--- config.mk ---
export PLATFORM = sky130hd
export DESIGN_NAME = spi_master_ctrl
export DESIGN_NICKNAME = d
export VERILOG_FILES = /design/src/rtl/spi_pkg.sv /design/src/rtl/spi_half_tick.sv /design/src/rtl/spi_master_ctrl.sv
export SDC_FILE = /design/constraint.sdc
export NUM_CORES = 1
export LEC_CHECK = 0
export CAP_MARGIN = 5
export CORE_UTILIZATION = 49
export CTS_CLUSTER_SIZE = 28
export DETAILED_ROUTE_END_ITERATION = 6
export PLACE_DENSITY = 0.72
export SETUP_SLACK_MARGIN = 0.15
export SLEW_MARGIN = 20
export SYNTH_ARGS = -nofsm -noshare
export SYNTH_HDL_FRONTEND = slang
export SYNTH_SLANG_ARGS = --single-unit
--- constraint.sdc ---
create_clock -name clk_25m -period 2.4 [get_ports clk_25m]
set_input_delay 0.48 -clock clk_25m [delete_from_list [all_inputs] [get_ports clk_25m]]
set_output_delay 0.48 -clock clk_25m [all_outputs]
set_load 0.02 [all_outputs]
--- src/rtl/spi_pkg.sv ---
// Shared state encoding, pin idle levels and sizing helper for the SPI master.
package spi_pkg;

    typedef enum logic [2:0] {
        IDLE,
        SETUP,
        SHIFT,
        GAP,
        HOLD,
        CSIDLE
    } spi_state_t;

    localparam logic CS_IDLE_LVL   = 1'b1;
    localparam logic SCLK_IDLE_LVL = 1'b1;

    // Never returns 0, so a divide-by-1 still gets a 1-bit counter.
    function automatic int clog2(input int value);
        int w;
        w = 1;
        while ((1 << w) < value) w++;
        return w;
    endfunction

endpackage

--- src/rtl/spi_half_tick.sv ---
// spi_clk half-period timer: down-counts CLK_DIV-1..0 while enabled and ticks on terminal count.
module spi_half_tick
    import spi_pkg::*;
#(
    parameter int CLK_DIV = 4
) (
    input  logic clk_25m,
    input  logic rst,
    input  logic en,
    input  logic clr,
    output logic tick
);

    localparam int CW = clog2(CLK_DIV);
    localparam logic [CW-1:0] LOAD = CW'(CLK_DIV - 1);

    logic [CW-1:0] cnt;

    always_ff @(posedge clk_25m) begin
        if (rst || clr) begin
            cnt <= LOAD;
        end else if (en) begin
            cnt <= (cnt == '0) ? LOAD : cnt - CW'(1);
        end
    end

    assign tick = en && (cnt == '0);

endmodule

--- src/rtl/spi_master_ctrl.sv ---
// SPI mode-3 master: accepts a valid/ready byte stream and runs full-duplex,
// MSB-first bursts under a single chip select.
//
// state  | meaning
// IDLE   | CS high, ready for the first byte of a burst
// SETUP  | CS low, clock idle high for CS_SETUP cycles
// SHIFT  | clocking a byte, 2*CLK_DIV cycles per bit
// GAP    | mid-burst, CS low, waiting for the next byte
// HOLD   | last bit done, CS still low for CS_HOLD cycles
// CSIDLE | CS high for CS_IDLE cycles before a new burst
module spi_master_ctrl
    import spi_pkg::*;
#(
    parameter int CLK_DIV  = 4,
    parameter int CS_SETUP = 2,
    parameter int CS_HOLD  = 2,
    parameter int CS_IDLE  = 2
) (
    input  logic       clk_25m,
    input  logic       rst,
    input  logic       tx_valid,
    output logic       tx_ready,
    input  logic [7:0] tx_byte,
    input  logic       tx_last,
    output logic       rx_valid,
    output logic [7:0] rx_byte,
    output logic       busy,
    output logic       spi_clk,
    output logic       spi_cs,
    output logic       spi_mosi,
    input  logic       spi_miso
);

    localparam int TMAX = (CS_SETUP > CS_HOLD)
                        ? ((CS_SETUP > CS_IDLE) ? CS_SETUP : CS_IDLE)
                        : ((CS_HOLD > CS_IDLE) ? CS_HOLD : CS_IDLE);
    localparam int TW = clog2(TMAX + 1);

    spi_state_t    state;
    logic [7:0]    tx_sh;
    logic [7:0]    rx_sh;
    logic          last_flag;
    logic          pend;
    logic [2:0]    bit_cnt;
    logic [TW-1:0] tmr;
    logic          tick;
    logic          accept;

    assign accept = tx_valid && tx_ready;

    spi_half_tick #(
        .CLK_DIV (CLK_DIV)
    ) u_tick (
        .clk_25m (clk_25m),
        .rst     (rst),
        .en      (state == SHIFT),
        .clr     (state != SHIFT),
        .tick    (tick)
    );

    always_ff @(posedge clk_25m) begin
        if (rst) begin
            state     <= IDLE;
            spi_cs    <= CS_IDLE_LVL;
            spi_clk   <= SCLK_IDLE_LVL;
            spi_mosi  <= 1'b1;
            tx_ready  <= 1'b0;
            rx_valid  <= 1'b0;
            rx_byte   <= 8'h00;
            busy      <= 1'b0;
            tx_sh     <= 8'h00;
            rx_sh     <= 8'h00;
            last_flag <= 1'b0;
            pend      <= 1'b0;
            bit_cnt   <= 3'd0;
            tmr       <= '0;
        end else begin
            rx_valid <= 1'b0;
            case (state)
                IDLE: begin
                    tx_ready <= 1'b1;
                    if (accept) begin
                        tx_sh     <= tx_byte;
                        last_flag <= tx_last;
                        tx_ready  <= 1'b0;
                        spi_cs    <= ~CS_IDLE_LVL;
                        busy      <= 1'b1;
                        tmr       <= TW'(CS_SETUP - 1);
                        state     <= SETUP;
                    end
                end

                SETUP: begin
                    if (tmr == '0) begin
                        spi_clk  <= ~SCLK_IDLE_LVL;
                        spi_mosi <= tx_sh[7];
                        bit_cnt  <= 3'd7;
                        state    <= SHIFT;
                    end else begin
                        tmr <= tmr - TW'(1);
                    end
                end

                SHIFT: begin
                    // Only possible in the final high phase of a non-last byte.
                    if (accept) begin
                        tx_sh     <= tx_byte;
                        last_flag <= tx_last;
                        tx_ready  <= 1'b0;
                        pend      <= 1'b1;
                    end
                    if (tick) begin
                        if (!spi_clk) begin
                            spi_clk <= 1'b1;
                            rx_sh   <= {rx_sh[6:0], spi_miso};
                            if (bit_cnt == 3'd0) begin
                                rx_byte  <= {rx_sh[6:0], spi_miso};
                                rx_valid <= 1'b1;
                                tx_ready <= !last_flag;
                            end
                        end else if (bit_cnt != 3'd0) begin
                            spi_clk  <= 1'b0;
                            spi_mosi <= tx_sh[bit_cnt - 3'd1];
                            bit_cnt  <= bit_cnt - 3'd1;
                        end else if (accept || pend) begin
                            // last_flag may already belong to the next byte here.
                            spi_clk  <= 1'b0;
                            spi_mosi <= accept ? tx_byte[7] : tx_sh[7];
                            bit_cnt  <= 3'd7;
                            pend     <= 1'b0;
                            tx_ready <= 1'b0;
                        end else if (last_flag) begin
                            tmr   <= TW'(CS_HOLD - 1);
                            state <= HOLD;
                        end else begin
                            state <= GAP;
                        end
                    end
                end

                GAP: begin
                    if (accept) begin
                        tx_sh     <= tx_byte;
                        last_flag <= tx_last;
                        tx_ready  <= 1'b0;
                        spi_clk   <= 1'b0;
                        spi_mosi  <= tx_byte[7];
                        bit_cnt   <= 3'd7;
                        state     <= SHIFT;
                    end
                end

                HOLD: begin
                    if (tmr == '0) begin
                        spi_cs   <= CS_IDLE_LVL;
                        spi_mosi <= 1'b1;
                        tmr      <= TW'(CS_IDLE - 1);
                        state    <= CSIDLE;
                    end else begin
                        tmr <= tmr - TW'(1);
                    end
                end

                CSIDLE: begin
                    if (tmr == '0) begin
                        tx_ready <= 1'b1;
                        busy     <= 1'b0;
                        state    <= IDLE;
                    end else begin
                        tmr <= tmr - TW'(1);
                    end
                end

                default: state <= IDLE;
            endcase
        end
    end

endmodule

**After elaboration in Yosys (flattened, before gate mapping)**

Cells that the tools add are included.

- Register bits after elaboration: 41
- Input port bits: 13
- Output and inout bits: 14
- Word-level logic and storage cells: 133

- $add $sub $neg: 3
- Magnitude comparators: 1
- Eq/ne operators: 18
- Muxes and demuxes: 63
- Bitwise gates (word level): 3
- Reductions and logical operators: 30

Operators with widths:

| cell | count |
|---|---|
| 2-to-1 mux 3 bit | 16 |
| 2-to-1 mux 1 bit | 29 |
| != test 2 bit, second input constant | 11 |
| 2-to-1 mux 2 bit | 9 |
| case mux 3 bit (6 select lines) | 1 |
| nonzero test 4 bit | 3 |
| case mux 3 bit (3 select lines) | 1 |
| AND reduction 3 bit | 3 |
| AND reduction 9 bit | 1 |
| case mux 1 bit (4 select lines) | 2 |
| case mux 2 bit (4 select lines) | 1 |
| AND reduction 4 bit | 2 |
| AND reduction 8 bit | 1 |
| AND reduction 7 bit | 1 |
| == test 3 x 2 -> 1 bit, second input constant | 2 |
| == test 3 bit, second input constant | 2 |
| logical NOT 3 bit | 2 |
| AND reduction 6 bit | 1 |
| nonzero test 3 bit | 2 |
| logical NOT 2 bit | 2 |
| less-than comparator 3 x 4 -> 1 bit, second input constant | 1 |
| case mux 1 bit (2 select lines) | 2 |
| AND reduction 2 bit | 2 |
| nonzero test 2 bit | 2 |
| 14 further kinds | 19 |

**Logic depth before layout (Yosys ltp)**

- Word-level depth: 7
- Mapped depth: 8

**Cells and area by module**

A second synthesis with hierarchy kept.

- Cell total of the unflattened synthesis: 235
- Area total of the unflattened synthesis: 2042.0 um2

Modules (own cells, without submodules):

| module | instances | cells each | area an instance (um2) | seq. area each (um2) |
|---|---|---|---|---|
| spi_master_ctrl | 1 | 223 | 1935.6 | 780.7 |
| spi_half_tick | 1 | 12 | 106.4 | 40.0 |

**Worst setup path before layout**

No wires, ideal clock.

- Path type: register -> register
- Start point: register bit_cnt[0]
- End point: register bit_cnt[0]
- Arrival: 1.662 ns
- Data required time: 2.284 ns
- Slack: 0.622 ns
- Cell stages (with the launch flop): 8
- Clock period less this slack: 1.778 ns
- Cells stage by stage: dfxtp_1 > inv_1 > ha_1 > nand2b_1 > o31ai_1 > a2111oi_4 > nand4_1 > o211a_1

- Word-level cells in the longest chain between the ends: 5

RTL lines:

| item | line | text |
|---|---|---|
| start: declaration | spi_master_ctrl.sv:44 | `logic [2:0] bit_cnt;` |
| start signal: assignment | spi_master_ctrl.sv:124 | `bit_cnt <= bit_cnt - 3'd1;` |
| subtractor 3 x 1 -> 3 bit / nonzero test 3 bit (equally long branches) | spi_master_ctrl.sv:124, spi_master_ctrl.sv:121 |  |
| 2-to-1 mux 3 bit | spi_master_ctrl.sv:121 | `end else if (bit_cnt != 3'd0) begin` |
| 2-to-1 mux 3 bit | spi_master_ctrl.sv:113 | `if (!spi_clk) begin` |
| 2-to-1 mux 3 bit | spi_master_ctrl.sv:112 | `if (tick) begin` |
| case mux 3 bit (3 select lines) | spi_master_ctrl.sv:79 | `case (state)` |

Parallel ways exist; a longest one is shown, timed or not. The select of a mux whose other input is x is not followed.
A chain may end at the register's enable or synchronous reset.

**Worst setup path in the final report**

- Start point: register bit_cnt[0]
- End point: register spi_mosi

- Word-level cells in the longest chain between the ends: 7

RTL lines:

| item | line | text |
|---|---|---|
| subtractor 3 x 1 -> 3 bit | spi_master_ctrl.sv:123 | `spi_mosi <= tx_sh[bit_cnt - 3'd1];` |
| binary-select mux 1 bit (select 3 bit) | spi_master_ctrl.sv:123 |  |
| 2-to-1 mux 1 bit (implied by the code) | spi_master_ctrl.sv:123 |  |
| 2-to-1 mux 1 bit | spi_master_ctrl.sv:121 |  |
| 2-to-1 mux 1 bit | spi_master_ctrl.sv:113 |  |
| 2-to-1 mux 1 bit | spi_master_ctrl.sv:112 |  |
| case mux 1 bit (4 select lines) | spi_master_ctrl.sv:79 |  |
| end signal: assignment | spi_master_ctrl.sv:96 | `spi_mosi <= tx_sh[7];` |
| end signal: assignment | spi_master_ctrl.sv:123 |  |
| end signal: assignment | spi_master_ctrl.sv:128 | `spi_mosi <= accept ? tx_byte[7] : tx_sh[7];` |
| end: declaration | spi_master_ctrl.sv:30 | `output logic spi_mosi,` |

Parallel ways exist; a longest one is shown, timed or not. The select of a mux whose other input is x is not followed.

==> qor.yml <==
synthTopCellsByArea: "dfxtp_1 39%, mux2i_1 12%, nor2_1 6.3%"
switching_share_pct: 37.74
fmax_ghz: 0.4939
areaGrowthSynthToFinish_pct: 19.41
die_h_um: 67.19
row_count: 23
ctsHoldBuffers: 0
hold_path.class: "register to register"
fin_crit_sh_pct: 84.37
nets: 273
final_util_pct: 61.71
cp_max_fo: 5
yosys.area.top_type: "dfxtp_1"
cap_violations: 0
cpPeakStageDelay_ns: 0.45
skew_ns: 0.004820
grt_pass1_wl_um: 7100
seq_area_frac_synth_pct: 39.42
crit_type: "register to register"
grt_pass1_vias: 1538
clk_transition_reported_paths_ns: 0.08
clockRootBuffer: "clkbuf_8"
p_clk_share_pct: 20.7
peakVddDrop_v: 0.0005931
dr.first_iter.drc_count: 121
cts_buffers: 5
start_util_pct: 51.68
p_comb_share_pct: 38.0
avgSynthCellArea_um2: 9.295
seq_power_share_pct: 41.3
internal_power_w: 0.001336
critPathLaunchType: "register"
drive_gt1_share_pct: 12.50
gr-total-overflow: 0
synth-edff-count: 0
dieArea_mm2: 0.004514
hpwl_um: 3050
power_density_mw_per_mm2: 863.2
critPathTopFamily: "compound AO/OA/AOI/OAI gates"
routedWlPerCell_um: 13.68
setup_viol: 0
io_pins: 27
final_cells: 306
dp_cells: 298
yosysUniqueCellTypes: 43
firstDrtPassIters: 4
cp_slowest_cell: "dfxtp_1"
p_sw_w: 0.0008099
cts_sinks: 41
cts_buffer_depth: 2
ys_ff_latch: 41
dr_total_vias: 1710
worst_pin_slew_ns: 0.5917
rsz0062_at_grt: "false"
syn_nets: 242
die_w_um: 67.19
drc: 0
synth_xor_area_share_pct: 0
synthFlopType: "dfxtp_1"
p_leak_nw: 0.9696
grt_max_degree: 20
ys_top_cells_by_count: "41 x dfxtp_1, 35 x nor2_1, 25 x mux2i_1, 12 x a21oi_1, 11 x inv_1"
yosysMostFrequentCell: "dfxtp_1"
synthSimpleGateAreaFrac_pct: 22.48
async_flop_share_pct: 0
worstPathRequired_ns: 2.58
slew_headroom_pct: 60.50
antenna_found_initial: 0
synth_top_area_share_pct: 39.42
core_mm2: 0.004029
layout_min_cycle_time_ns: 2.025
grt_usage_pct: 21.26
synth.area.mux_share_pct: 14.18
antenna_left: 0
tritoncts: "done"
routed_wl_um: 4185
mappedNetlistArea_mm2: 0.002082
synth_top_family_by_area: "simple AND/OR/NAND/NOR gates"
clk_latency_ns: 0.29
synth_compound_area_share_pct: 14.36
cts_setup_buffers: 0
antennaDiodeCount: 0
cp.arrival_ns: 2.20
cp_cell_sequence: "inv_1, ha_1, mux4_2, o21ai_0, o21ai_0, a211oi_1, a31oi_1"
end_kind: "register"
synth_fa_ha_area_share_pct: 3.005
cpMostUsedCell: "o21ai_0"
worstPathBufferInverterCount: 1
htree_levels: 2
cts_resized: 0
ys_warn_count: 0
status: "finished clean"
numPortBuffers: 26
gp_congestion: 0.8284
setup_tns_ns: 0
syn_inst: 224
drv_slew: 0
hold_violations: 0
vias_per_cell: 5.588
cell usage in the layout (no fill, tap or decap), drive strengths merged, types with 4 or more instances in the layout:
cell type and count:
ha 5, o31ai 4, buf 12, a21oi 12, clkdlybuf4s50 26, inv 11
nor2b 6, nand4 4, nor2 36, nor3b 4, a31oi 4, nand2 7
dfxtp 41, clkbuf 5, mux2i 25, a211oi 4, nor3 8, o21ai 8
path summary, 6_finish.rpt:
path | startpoint | endpoint | slack (ns) | cells past startpoint
hold / removal | busy | busy | 0.48 | 2
hold reg to reg | busy | busy | 0.48 | 2
setup / recovery | bit_cnt[0] | spi_mosi | 0.38 | 7
setup reg to reg | bit_cnt[0] | spi_mosi | 0.38 | 7
routing by layer:
metal | vias up | wire (um) | part of all wire (%) | GRT usage [%]
met3 | 6 | 200 | 4.8 | 5.068
met1 | 812 | 1997 | 48 | 29.53
met5 | - | 0 | 0 | 0
li1 | 854 | - | - | -
met4 | 0 | 59 | 1.4 | 8.245
met2 | 38 | 1927 | 46 | 31.62
stage by stage:
step / worst slack [ns] / hold slack (ns) / total power [W] / area (um^2)
after floorplan: 0.6218 / 0.4462 / 0.001494 / 2082
after global placement: 0.1610 / 0.4671 / 0.001702 / 2400
after detailed placement: 0.1125 / 0.4731 / 0.001711 / 2400
after CTS: 0.3835 / 0.4872 / 0.002156 / 2486
after global routing: 0.2366 / 0.5096 / 0.002296 / 2486
final: 0.3751 / 0.4818 / 0.002146 / 2486
sequential cells by signal, indices dropped and copies added, names as in the netlist, 2 cells and up:
register,flops
tx_sh,8
bit_cnt,3
rx_byte,8
tmr,2
rx_sh,7
u_tick.cnt,2
state,3
cell families after synthesis:
family / count (synthesis)
AOI/OAI and AO/OA: 41
adders and majority gates: 5
buffers and inverters: 25
DFF: 41
muxes: 27
and+or+nand+nor: 85
worst reg2reg max path, stage by stage, from the launching register on:
cell	delay, ns
dfxtp_1	0.45
inv_1	0.10
ha_1	0.37
mux4_2	0.30
o21ai_0	0.09
o21ai_0	0.12
a211oi_1	0.34
a31oi_1	0.12
power by group through the flow:
stage	clock, W	sequential, W	combinational (W)
3_3_place_gp	0	0.000899	0.000803
6_report	0.000445	0.000886	0.000815
4_1_cts	0.000453	0.000885	0.000817
3_5_place_dp	0	0.000900	0.000811
2_1_floorplan	0	0.000878	0.000616
5_1_grt	0.000485	0.000906	0.000905
layout make-up:
class	instances	area, um^2
Fill cell	367	1543
Multi-Input combinational cell	158	1125
Sequential cell	41	820.8
Timing Repair Buffer	38	350.3
Clock buffer	5	68.82
Tap cell	50	62.56
Inverter	11	41.29
Clock inverter	3	17.52
(Power assumes the default switching activity.)
